## src/rtl/rx_iq_pkg.sv

```systemverilog
// rtl/rx_iq_pkg.sv - shared RX I/Q sizing constants
package rx_iq_pkg;
    localparam int IQ_W    = 32;
    localparam int DEPTH   = 32;
    localparam int PTR_W   = $clog2(DEPTH);
    localparam int WORD_W  = 2 * IQ_W;
    localparam int LEVEL_W = 6;
endpackage

```

## src/rtl/rx_iq_fifo_if.sv

```systemverilog
// rtl/rx_iq_fifo_if.sv - decimator/bus-side signal bundle for the RX I/Q FIFO
interface rx_iq_fifo_if
    import rx_iq_pkg::*;
#(
    parameter int IQ_W = rx_iq_pkg::IQ_W
) ();
    logic signed [IQ_W-1:0] RX_I_in;
    logic signed [IQ_W-1:0] RX_Q_in;
    logic                   iq_valid;
    logic                   IQ_RX_READ_REQ;
    logic                   IQ_RX_READ_CLK;
    logic                   overrun_clear;
    logic signed [IQ_W-1:0] RX_I;
    logic signed [IQ_W-1:0] RX_Q;
    logic [LEVEL_W-1:0]     fifo_level;
    logic                   iq_overrun;
    logic                   iq_underrun;

    modport master (
        output RX_I_in, RX_Q_in, iq_valid, IQ_RX_READ_REQ, IQ_RX_READ_CLK, overrun_clear,
        input  RX_I, RX_Q, fifo_level, iq_overrun, iq_underrun
    );

    modport slave (
        input  RX_I_in, RX_Q_in, iq_valid, IQ_RX_READ_REQ, IQ_RX_READ_CLK, overrun_clear,
        output RX_I, RX_Q, fifo_level, iq_overrun, iq_underrun
    );
endinterface

```

## src/rtl/iq_dpram.sv

```systemverilog
// rtl/iq_dpram.sv - simple dual-port RAM, registered write and read, new-data bypass
module iq_dpram #(
    parameter int DEPTH = rx_iq_pkg::DEPTH,
    parameter int W     = rx_iq_pkg::WORD_W,
    parameter int AW    = rx_iq_pkg::PTR_W
) (
    input  logic          clk,
    input  logic          i_we,
    input  logic [AW-1:0] i_waddr,
    input  logic [W-1:0]  i_wdata,
    input  logic [AW-1:0] i_raddr,
    output logic [W-1:0]  o_rdata
);
    logic [W-1:0] r_mem [DEPTH];

    // Read address is the post-edge head pointer, so o_rdata already holds the head
    // when the next pop arrives; a same-edge write to that address is forwarded.
    always_ff @(posedge clk) begin
        if (i_we) begin
            r_mem[i_waddr] <= i_wdata;
        end
        if (i_we && (i_waddr == i_raddr)) begin
            o_rdata <= i_wdata;
        end else begin
            o_rdata <= r_mem[i_raddr];
        end
    end
endmodule

```

## src/rtl/rx_iq_fifo.sv

```systemverilog
// rtl/rx_iq_fifo.sv - RX I/Q sample FIFO: DEPTH-word memory plus one output register
module rx_iq_fifo
    import rx_iq_pkg::*;
#(
    parameter int DEPTH = rx_iq_pkg::DEPTH,
    parameter int IQ_W  = rx_iq_pkg::IQ_W
) (
    input  logic         clk_in,
    input  logic         reset_n,
    rx_iq_fifo_if.slave  bus
);
    localparam int A_W = $clog2(DEPTH);
    localparam int C_W = A_W + 1;
    localparam int M_W = 2 * IQ_W;

    logic [A_W-1:0]         r_rd_ptr, r_wr_ptr;
    logic [C_W-1:0]         r_count;
    logic                   r_out_valid;
    logic                   r_rclk_d;
    logic signed [IQ_W-1:0] r_rx_i, r_rx_q;
    logic [LEVEL_W-1:0]     r_level;
    logic                   r_overrun, r_underrun;

    logic [A_W-1:0]         w_rd_ptr_nxt, w_wr_ptr_nxt;
    logic [C_W-1:0]         w_count_nxt;
    logic                   w_out_valid_nxt;
    logic                   w_we, w_load_mem, w_load_in;
    logic                   w_ovr_set, w_udr_set;
    logic                   w_pop, w_push, w_mem_empty, w_mem_full;
    logic [M_W-1:0]         w_rdata;
    logic [LEVEL_W-1:0]     w_level_nxt;

    assign w_pop       = bus.IQ_RX_READ_REQ & bus.IQ_RX_READ_CLK & ~r_rclk_d;
    assign w_push      = bus.IQ_RX_READ_REQ & bus.iq_valid;
    assign w_mem_empty = (r_count == '0);
    assign w_mem_full  = (r_count == C_W'(DEPTH));

    always_comb begin
        w_rd_ptr_nxt    = r_rd_ptr;
        w_wr_ptr_nxt    = r_wr_ptr;
        w_count_nxt     = r_count;
        w_out_valid_nxt = r_out_valid;
        w_we            = 1'b0;
        w_load_mem      = 1'b0;
        w_load_in       = 1'b0;
        w_ovr_set       = 1'b0;
        w_udr_set       = 1'b0;
        if (!bus.IQ_RX_READ_REQ) begin
            w_rd_ptr_nxt    = '0;
            w_wr_ptr_nxt    = '0;
            w_count_nxt     = '0;
            w_out_valid_nxt = 1'b0;
        end else if (w_pop) begin
            w_udr_set = ~r_out_valid;
            if (!w_mem_empty) begin
                w_load_mem      = 1'b1;
                w_rd_ptr_nxt    = r_rd_ptr + A_W'(1);
                w_out_valid_nxt = 1'b1;
                if (w_push) begin
                    w_we         = 1'b1;
                    w_wr_ptr_nxt = r_wr_ptr + A_W'(1);
                end else begin
                    w_count_nxt = r_count - C_W'(1);
                end
            end else if (w_push) begin
                w_load_in       = 1'b1;
                w_out_valid_nxt = 1'b1;
            end else begin
                w_out_valid_nxt = 1'b0;
            end
        end else if (w_push) begin
            if (!r_out_valid && w_mem_empty) begin
                w_load_in       = 1'b1;
                w_out_valid_nxt = 1'b1;
            end else if (!w_mem_full) begin
                w_we         = 1'b1;
                w_wr_ptr_nxt = r_wr_ptr + A_W'(1);
                w_count_nxt  = r_count + C_W'(1);
            end else begin
                w_ovr_set = 1'b1;
            end
        end
    end

    assign w_level_nxt = LEVEL_W'(w_count_nxt) + LEVEL_W'(w_out_valid_nxt);

    iq_dpram #(
        .DEPTH (DEPTH),
        .W     (M_W),
        .AW    (A_W)
    ) u_mem (
        .clk     (clk_in),
        .i_we    (w_we & reset_n),
        .i_waddr (r_wr_ptr),
        .i_wdata ({bus.RX_Q_in, bus.RX_I_in}),
        .i_raddr (reset_n ? w_rd_ptr_nxt : '0),
        .o_rdata (w_rdata)
    );

    always_ff @(posedge clk_in or negedge reset_n) begin
        if (!reset_n) begin
            r_rd_ptr    <= '0;
            r_wr_ptr    <= '0;
            r_count     <= '0;
            r_out_valid <= 1'b0;
            r_rclk_d    <= 1'b0;
            r_rx_i      <= '0;
            r_rx_q      <= '0;
            r_level     <= '0;
            r_overrun   <= 1'b0;
            r_underrun  <= 1'b0;
        end else begin
            r_rd_ptr    <= w_rd_ptr_nxt;
            r_wr_ptr    <= w_wr_ptr_nxt;
            r_count     <= w_count_nxt;
            r_out_valid <= w_out_valid_nxt;
            r_rclk_d    <= bus.IQ_RX_READ_CLK;
            r_level     <= w_level_nxt;
            if (w_load_mem) begin
                r_rx_i <= w_rdata[IQ_W-1:0];
                r_rx_q <= w_rdata[M_W-1:IQ_W];
            end else if (w_load_in) begin
                r_rx_i <= bus.RX_I_in;
                r_rx_q <= bus.RX_Q_in;
            end
            // A set event in the same cycle as overrun_clear keeps the flag set.
            r_overrun  <= w_ovr_set | (r_overrun & ~bus.overrun_clear);
            r_underrun <= w_udr_set | (r_underrun & ~bus.overrun_clear);
        end
    end

    assign bus.RX_I        = r_rx_i;
    assign bus.RX_Q        = r_rx_q;
    assign bus.fifo_level  = r_level;
    assign bus.iq_overrun  = r_overrun;
    assign bus.iq_underrun = r_underrun;
endmodule

```

## src/flat_wrapper.sv

```systemverilog
// flat-port wrapper written by rule: the top's interface ports become plain ports
module rx_iq_fifo_flat import rx_iq_pkg::*;
#(
    parameter int DEPTH = rx_iq_pkg::DEPTH,
    parameter int IQ_W  = rx_iq_pkg::IQ_W
)
  (clk_in, reset_n, bus_RX_I_in, bus_RX_Q_in, bus_iq_valid, bus_IQ_RX_READ_REQ, bus_IQ_RX_READ_CLK, bus_overrun_clear, bus_RX_I, bus_RX_Q, bus_fifo_level, bus_iq_overrun, bus_iq_underrun);
  rx_iq_fifo_if #(.IQ_W(IQ_W)) bus_i ();
  input  logic clk_in;
  input  logic reset_n;
  input wire logic [$bits(bus_i.RX_I_in)-1:0] bus_RX_I_in;
  input wire logic [$bits(bus_i.RX_Q_in)-1:0] bus_RX_Q_in;
  input wire logic [$bits(bus_i.iq_valid)-1:0] bus_iq_valid;
  input wire logic [$bits(bus_i.IQ_RX_READ_REQ)-1:0] bus_IQ_RX_READ_REQ;
  input wire logic [$bits(bus_i.IQ_RX_READ_CLK)-1:0] bus_IQ_RX_READ_CLK;
  input wire logic [$bits(bus_i.overrun_clear)-1:0] bus_overrun_clear;
  output wire logic [$bits(bus_i.RX_I)-1:0] bus_RX_I;
  output wire logic [$bits(bus_i.RX_Q)-1:0] bus_RX_Q;
  output wire logic [$bits(bus_i.fifo_level)-1:0] bus_fifo_level;
  output wire logic [$bits(bus_i.iq_overrun)-1:0] bus_iq_overrun;
  output wire logic [$bits(bus_i.iq_underrun)-1:0] bus_iq_underrun;
  assign bus_i.RX_I_in = bus_RX_I_in;
  assign bus_i.RX_Q_in = bus_RX_Q_in;
  assign bus_i.iq_valid = bus_iq_valid;
  assign bus_i.IQ_RX_READ_REQ = bus_IQ_RX_READ_REQ;
  assign bus_i.IQ_RX_READ_CLK = bus_IQ_RX_READ_CLK;
  assign bus_i.overrun_clear = bus_overrun_clear;
  assign bus_RX_I = bus_i.RX_I;
  assign bus_RX_Q = bus_i.RX_Q;
  assign bus_fifo_level = bus_i.fifo_level;
  assign bus_iq_overrun = bus_i.iq_overrun;
  assign bus_iq_underrun = bus_i.iq_underrun;
  rx_iq_fifo #(.DEPTH(DEPTH), .IQ_W(IQ_W)) u_core (.clk_in(clk_in), .reset_n(reset_n), .bus(bus_i));
endmodule
```

## config.mk

```make
export PLATFORM = sky130hd
export DESIGN_NAME = rx_iq_fifo_flat
export DESIGN_NICKNAME = d
export VERILOG_FILES = /design/src/rtl/rx_iq_pkg.sv /design/src/rtl/rx_iq_fifo_if.sv /design/src/rtl/iq_dpram.sv /design/src/rtl/rx_iq_fifo.sv /design/src/flat_wrapper.sv
export SDC_FILE = /design/constraint.sdc
export NUM_CORES = 2
export LEC_CHECK = 0
export BUFFER_PORTS_ARGS = -buffer_cell sky130_fd_sc_hd__buf_2
export CAP_MARGIN = 20
export CORE_MARGIN = 10
export CORE_UTILIZATION = 40
export CTS_CLUSTER_DIAMETER = 80
export CTS_CLUSTER_SIZE = 28
export DETAILED_ROUTE_END_ITERATION = 8
export SLEW_MARGIN = 20
export SYNTH_ARGS = -nofsm -noshare
export SYNTH_HDL_FRONTEND = slang
export SYNTH_SLANG_ARGS = --single-unit
```

## constraint.sdc

```tcl
create_clock -name clk_in -period 6.1 [get_ports clk_in]
set_clock_uncertainty 0.15 [all_clocks]
set_input_delay 1.22 -clock clk_in [delete_from_list [all_inputs] [get_ports clk_in]]
set_output_delay 1.22 -clock clk_in [all_outputs]
set_load 0.02 [all_outputs]
```

Word-level counts from Yosys, hierarchy flattened
Memory sizes are Yosys's and may differ from the RTL's. A register that Yosys moved wholly into a read port is not among the register bits. Index checks and enable logic that the tools add are counted.

Add/sub/neg operators: 5. Equal/unequal tests: 5. Multiplexer cells: 51. Bitwise logic cells: 11. Reduce and logical (&&, ||, !) cells: 5.

Operator list (number): $mux W32 (4); $mux W5 (11); $mux W6 (7); $mux W1 (29); $add A5 B1 Y5 const B (2); $add A6 B1 Y6 (1); $add A6 B1 Y6 const B (1); $and A1 B1 Y1 (6); $eq A6 B6 Y1 const B (1); $logic_not A6 Y1 (1); $ne A3 B2 Y1 const B (2); $sub A6 B1 Y6 const B (1); $reduce_and A4 Y1 (1); $ne A3 B3 Y1 const B (1); $not A1 Y1 (3); $ne A2 B1 Y1 const B (1); $or A1 B1 Y1 (2); $reduce_bool A2 Y1 (1); $logic_and A1 B1 Y1 (1); $logic_not A1 Y1 (1).

Bits in registers: 90. Bits in writable memories: 2048. Input port bits: 70. Output and inout port bits: 72. Memories kept: 1.

Memory list: u_core.u_mem.r_mem (depth 32, bits a word 64, rd ports 1, clocked after Yosys merged registers in 1, write ports 1, line iq_dpram.sv:14) `logic [W-1:0] r_mem [DEPTH];`.

Logic depth before layout (Yosys ltp)
Depth in word-level cells: 9. Mapped depth: 12. Mapped depth without buffers: 11.

Modules after synthesis
From an unflattened synthesis, not the netlist that was laid out.

Cells, all modules: 3467. Area total of the unflattened synthesis: 82167.6 um^2.

Modules (own cells, without submodules): iq_dpram (instances 1, cells each 3038, area an instance 77783.4 um^2); rx_iq_fifo (instances 1, cells each 429, area an instance 4384.2 um^2).

Worst setup path before layout
No wires, ideal clock.

Kind: input to register. Start point: input bus_iq_valid. End point: memory u_core.u_mem.r_mem[29][0] in the netlist's numbering (enable). Data arrival time: 4.645 ns. Data required time: 5.463 ns. Slack: 0.818 ns. Stages on the path: 5. Path buffers: 1. Cells stage by stage: and2_1 > clkbuf_1 > and3_1 > nand2_1 > nor2_1.

Word-level cells in the longest chain between the ends: 8.

Ends and longest elaborated chain: start, declared (line flat_wrapper.sv:13) `input wire logic [$bits(bus_i.iq_valid)-1:0] bus_iq_valid;`; $and A1 B1 Y1 (*) (line rx_iq_fifo.sv:34) `assign w_push = bus.IQ_RX_READ_REQ & bus.iq_valid;`; $mux W1 (line rx_iq_fifo.sv:59) `if (w_push) begin`; $mux W1 (line rx_iq_fifo.sv:55) `if (!w_mem_empty) begin`; $mux W1 (*) (line rx_iq_fifo.sv:53) `end else if (w_pop) begin`; $mux W1 (*) (line rx_iq_fifo.sv:48) `if (!bus.IQ_RX_READ_REQ) begin`; $and A1 B1 Y1 (*) (line rx_iq_fifo.sv:93) `.i_we (w_we & reset_n),`; $mux W1 (*) (line iq_dpram.sv:19) `if (i_we) begin`; $mux W1 (implied by the code) (*) (line iq_dpram.sv:20) `r_mem[i_waddr] <= i_wdata;`; end, declared (line iq_dpram.sv:14).

Every way passes the cells marked *; elsewhere a longest branch is shown, timed or not.

Worst setup path after layout
Start point: register u_core.r_count[0]. End point: memory u_core.u_mem.r_mem[6][21] in the netlist's numbering (enable).

Word-level cells in the longest chain between the ends: 9.

Ends and longest elaborated chain: start, declared (line rx_iq_fifo.sv:17) `logic [C_W-1:0] r_count;`; start signal, assigned (line rx_iq_fifo.sv:115) `r_count <= w_count_nxt;`; $eq A6 B6 Y1 / $logic_not A6 Y1 (equally long branches) (line rx_iq_fifo.sv:36, rx_iq_fifo.sv:35); $mux W1 / $logic_and A1 B1 Y1 (equally long branches) (line rx_iq_fifo.sv:75, rx_iq_fifo.sv:72); $mux W1 (line rx_iq_fifo.sv:72) `if (!r_out_valid && w_mem_empty) begin`; $mux W1 (line rx_iq_fifo.sv:71) `end else if (w_push) begin`; $mux W1 (*) (line rx_iq_fifo.sv:53); $mux W1 (*) (line rx_iq_fifo.sv:48); $and A1 B1 Y1 (*) (line rx_iq_fifo.sv:93); $mux W1 (*) (line iq_dpram.sv:19); $mux W1 (implied by the code) (*) (line iq_dpram.sv:20).

Marked as above.

==> flow_summary_export.csv <==
group,metric,value,unit
timing,finalMaxSlewViolations,0,
clock_network,ctsHoldBuffers,0,
pwr,internal_power,20700,µW
routing,route.vias.total,37000,
cells_and_area,post_route_cells_drive_above_1_share,0.289,
pwr,cellPowerDensity,297,nW/µm²
grt,grt_antenna_before_repair,12,
cells_and_area,register_area,63900,µm²
clock_network,register_clock_pin_slew_on_the_reported_worst_setup_and_hold_paths,100,ps
worst_setup_path,r2r_end,"u_core.u_mem.r_mem[6][21]",
clock_network,htreeDepth,3,
placed_design,place_congestion,0.750,
pwr,power.clock.fraction,0.319,
worst_setup_path,critical_path.slowest_cell,"sky130_fd_sc_hd__nor2_4",
worst_setup_path,arrival,4300,ps
worst_setup_path,end_kind,"flop",
pwr,power.sequential.fraction,0.617,
worst_setup_path,worst_path_class_setup,"reg -> reg",
pwr,p_switching,6100,µW
pwr,total_leakage_power,0.0268,µW
routing,wl_met2,95800,µm
timing,finalHoldViolCount,0,
worst_setup_path,startpoint_type,"flop",
yosys,postSynthNetCount,3591,
cells_and_area,filler_cell_count,16800,
pwr,net_switching_fraction_of_the_power,0.228,
worst_setup_path,worst_setup_path_endpoint,"u_core.u_mem.r_mem[6][21]",
yosys,synth.area.top_cells,"sky130_fd_sc_hd__edfxtp_1, sky130_fd_sc_hd__mux4_2, sky130_fd_sc_hd__dfrtp_1, sky130_fd_sc_hd__a22oi_1, sky130_fd_sc_hd__mux2i_1",
grt,first_global_vias,37900,
placed_design,detailedPlace.worstSlack,1480,ps
timing,setup_viol,0,
grt,grt_start_max_net_pins,100,
pwr,post-layout-total-power,26800,µW
clock_network,cts_tree,"built",
grt,grt_overflow_total,0,
yosys,synth.top_cell.area_share,0.752,
clock_network,post_cts.repair.setup_buffers,0,
floorplanning,design.core.area,203000,µm²
routing,wl_per_cell,30.4,µm
clock_network,cts_sink_cnt,2143,
worst_setup_path,timing.critical_path.slowest_cell_delay,720,ps
outcome,outcome,"finished clean",
timing,max_slew_margin,0.324,
routing,firstDrtPassIters,6,
pwr,max-vdd-ir-drop,212,µV
routing,post-route-drc-count,0,
worst_setup_path,reg2reg_slack,2060,ps
yosys,syn_avg_cell_area,23.3,µm²
cells_and_area,multiInputGateArea,17300,µm²
timing,setup-tns-final,0,ps
routing,via_to_cell_ratio,5.75,
grt,grt_first_pass_wirelength,283000,µm
grt,grt_use_total,0.172,
cells_and_area,layout.nets,3751,
worst_setup_path,regToRegStartpoint,"u_core.r_count[0]",
floorplanning,die_x,472,µm
routing,finalWirelength,196000,µm
timing,rsz0062_at_grt,"false",
floorplanning,ioPinCount,142,
worst_setup_path,worst_path_top_cell_family_by_delay,"simple AND/OR/NAND/NOR gates",
placed_design,dp_hpwl,109000,µm
clock_network,cts_buffer_depth,3,
routing,drtAntennaViolNets,0,
clock_network,worst_skew_pair.late_latency,780,ps
worst_setup_path,crit_path_max_fanout,48,
yosys,synthCells,3512,
placed_design,port-buffer-count,141,
timing,tightest_slew,1010,ps
floorplanning,fp_rows,165,
yosys,yosys.area.top_type,"sky130_fd_sc_hd__edfxtp_1",
yosys,synth-seq-cells,2143,
worst_setup_path,critical_path.n_buffers_inverters,2,
worst_setup_path,startpoint,"u_core.r_count[0]",
routing,routed-wl-met3,11600,µm
floorplanning,die_area,223000,µm²
timing,period_share,0.663,
worst_hold_path,timing.hold.worst.class,"in -> async",
yosys,netlist_area,81800,µm²
timing,max_freq,247,MHz
routing,met1Wirelength,84800,µm
routing,top_layer,"met5",
clock_network,cts_root_buf,"sky130_fd_sc_hd__clkbuf_16",
pwr,combinational_cell_fraction_of_total_power,0.065,
timing,fin_crit,4040,ps
worst_setup_path,crit_chain,"inv_1 -> ha_1 -> or4b_1 -> a211o_1 -> and3_1 -> nand2_1 -> nor2_4 -> buf_12",
run,max_cap_violations,0,
clock_network,cts.repair.resized,0,
yosys,synth_cell_types,52,
floorplanning,initial_core_util,0.403,
clock_network,number_of_buffers_created_by_cts,103,
worst_setup_path,critPathRequiredTime,6360,ps
routing,drtIter0Drc,3989,
yosys,synth-warning-count,0,
yosys,synth-seq-area-share,0.780,
cells_and_area,area.growth.synth_to_final,10.0,%
timing,final_critical_path_setup_slack,2060,ps
floorplanning,die_height,472,µm
worst_setup_path,critical_path_depth,8,
worst_setup_path,timing.reg2reg.worst_path_depth,8,
## worst reg2reg max path, stage by stage (launching register included)
cell,delay [ps]
sky130_fd_sc_hd__dfrtp_1,470
sky130_fd_sc_hd__inv_1,80
sky130_fd_sc_hd__ha_1,230
sky130_fd_sc_hd__or4b_1,370
sky130_fd_sc_hd__a211o_1,170
sky130_fd_sc_hd__and3_1,400
sky130_fd_sc_hd__nand2_1,580
sky130_fd_sc_hd__nor2_4,730
sky130_fd_sc_hd__buf_12,420
## synth_stat cells, drive strengths merged
cell type	count
or4b	1
nor4b	1
or3b	3
o311a	1
nand3b	3
clkbuf	103
inv	8
o311ai	1
o22ai	3
o211ai	2
nand4	6
xnor2	7
a221oi	1
a22oi	120
and2	9
mux2i	66
a211o	1
or3	3
nor4	3
nor2b	8
o31ai	1
dfrtp	90
a21oi	66
and3b	1
mux2	34
nor3	6
nand2	84
nor2	54
edfxtp	2048
nand2b	1
a211oi	31
mux4	580
xor2	9
o32ai	1
a31oi	1
dfxtp	5
and3	4
buf	96
o2bb2ai	1
a2111oi	1
nand3	2
clkinv	1
ha	9
o21ai	36
## flip-flops by register name, summed over array words and instances (netlist names), named ones only
register and flops:
u_core.r_out_valid 1, u_core.bus.RX_I 32, u_core.bus.iq_underrun 1, u_core.r_rclk_d 1, u_core.r_rd_ptr 5, u_core.bus.iq_overrun 1
u_core.bus.fifo_level 6, u_core.r_wr_ptr 5, u_core.r_count 6, u_core.bus.RX_Q 32, u_core.u_mem.r_mem 2048
## worst min path at each step
stage | to | from
floorplan | u_core.bus.iq_underrun | u_core.r_out_valid
global placement | u_core.bus.iq_overrun | u_core.bus.iq_overrun
detailed placement | u_core.bus.iq_overrun | u_core.bus.iq_overrun
CTS | u_core.bus.RX_I[30] | reset_n
global route | u_core.bus.RX_I[30] | reset_n
finish | u_core.bus.RX_I[30] | reset_n
## power groups by stage
| stage | combinational (µW) | sequential [µW] | clock, µW |
|---|---|---|---|
| after floorplan | 748 | 17100 | 0 |
| after detailed placement | 1780 | 16800 | 0 |
| after global routing | 1910 | 16500 | 9280 |
| after CTS | 1790 | 16500 | 8750 |
| final | 1730 | 16500 | 8530 |
| after global placement | 1770 | 16800 | 0 |
## per-stage QoR
stage	cells	utilization	hold slack [ps]	instance area [µm²]
3_5_place_dp	6239	0.426	391	86400
5_1_grt	6436	0.444	108	90000
4_1_cts	6434	0.444	74.5	90000
6_report	6439	0.444	132	90000
2_1_floorplan	3512	-	356	81800
3_3_place_gp	6237	0.426	384	86400
## final cells by class
| cell class | instances | share of cell area |
|---|---|---|
| Timing Repair Buffer | 254 | 0.0210 |
| Sequential cell | 2143 | 0.709 |
| Inverter | 9 | 0.000375 |
| Multi-Input combinational cell | 1161 | 0.192 |
| Clock buffer | 134 | 0.0308 |
| Antenna cell | 5 | 0.000139 |
| Tap cell | 2672 | 0.0371 |
| Clock inverter | 61 | 0.00939 |
## cell usage in the layout (no fill, tap or decap), drive strengths merged, types with 2 or more instances in the layout
cell type  synthesis  routed
bufinv             0       6
a211oi            31      31
nor4               3       3
dfrtp             90      90
and3               4       4
nor2b              8       8
a21oi             66      66
o211ai             2       2
buf               96     254
inv                8      31
o21ai             36      36
or3                3       3
clkinvlp           0       7
clkbuf           103     134
nor3               6       6
mux2              34      34
nand2             84      84
xnor2              7       7
diode              0       5
o22ai              3       3
nand4              6       6
and2               9       9
or3b               3       3
clkinv             1      26
nor2              54      54
edfxtp          2048    2048
mux4             580     580
nand3              2       2
mux2i             66      66
ha                 9       9
xor2               9       9
a22oi            120     120
nand3b             3       3
dfxtp              5       5
## cell families after synthesis
group                      after synthesis  share of synthesized area
and+or+nand+nor                        189                     0.0105
xor gates and xnor gates                16                    0.00171
muxes                                  680                      0.172
adders and majority gates                9                    0.00138
AOI/OAI and AO/OA                      267                     0.0215
buffers and inverters                  208                     0.0122
DFF                                   2143                      0.780
## metal layers
layer | vias up | global-route usage
met3 | 173 | 0.0266
met2 | 1122 | 0.281
li1 | 15200 | -
met5 | - | 0
met4 | 10 | 0.0378
met1 | 20500 | 0.247
Power figures use the tool's default switching activity.
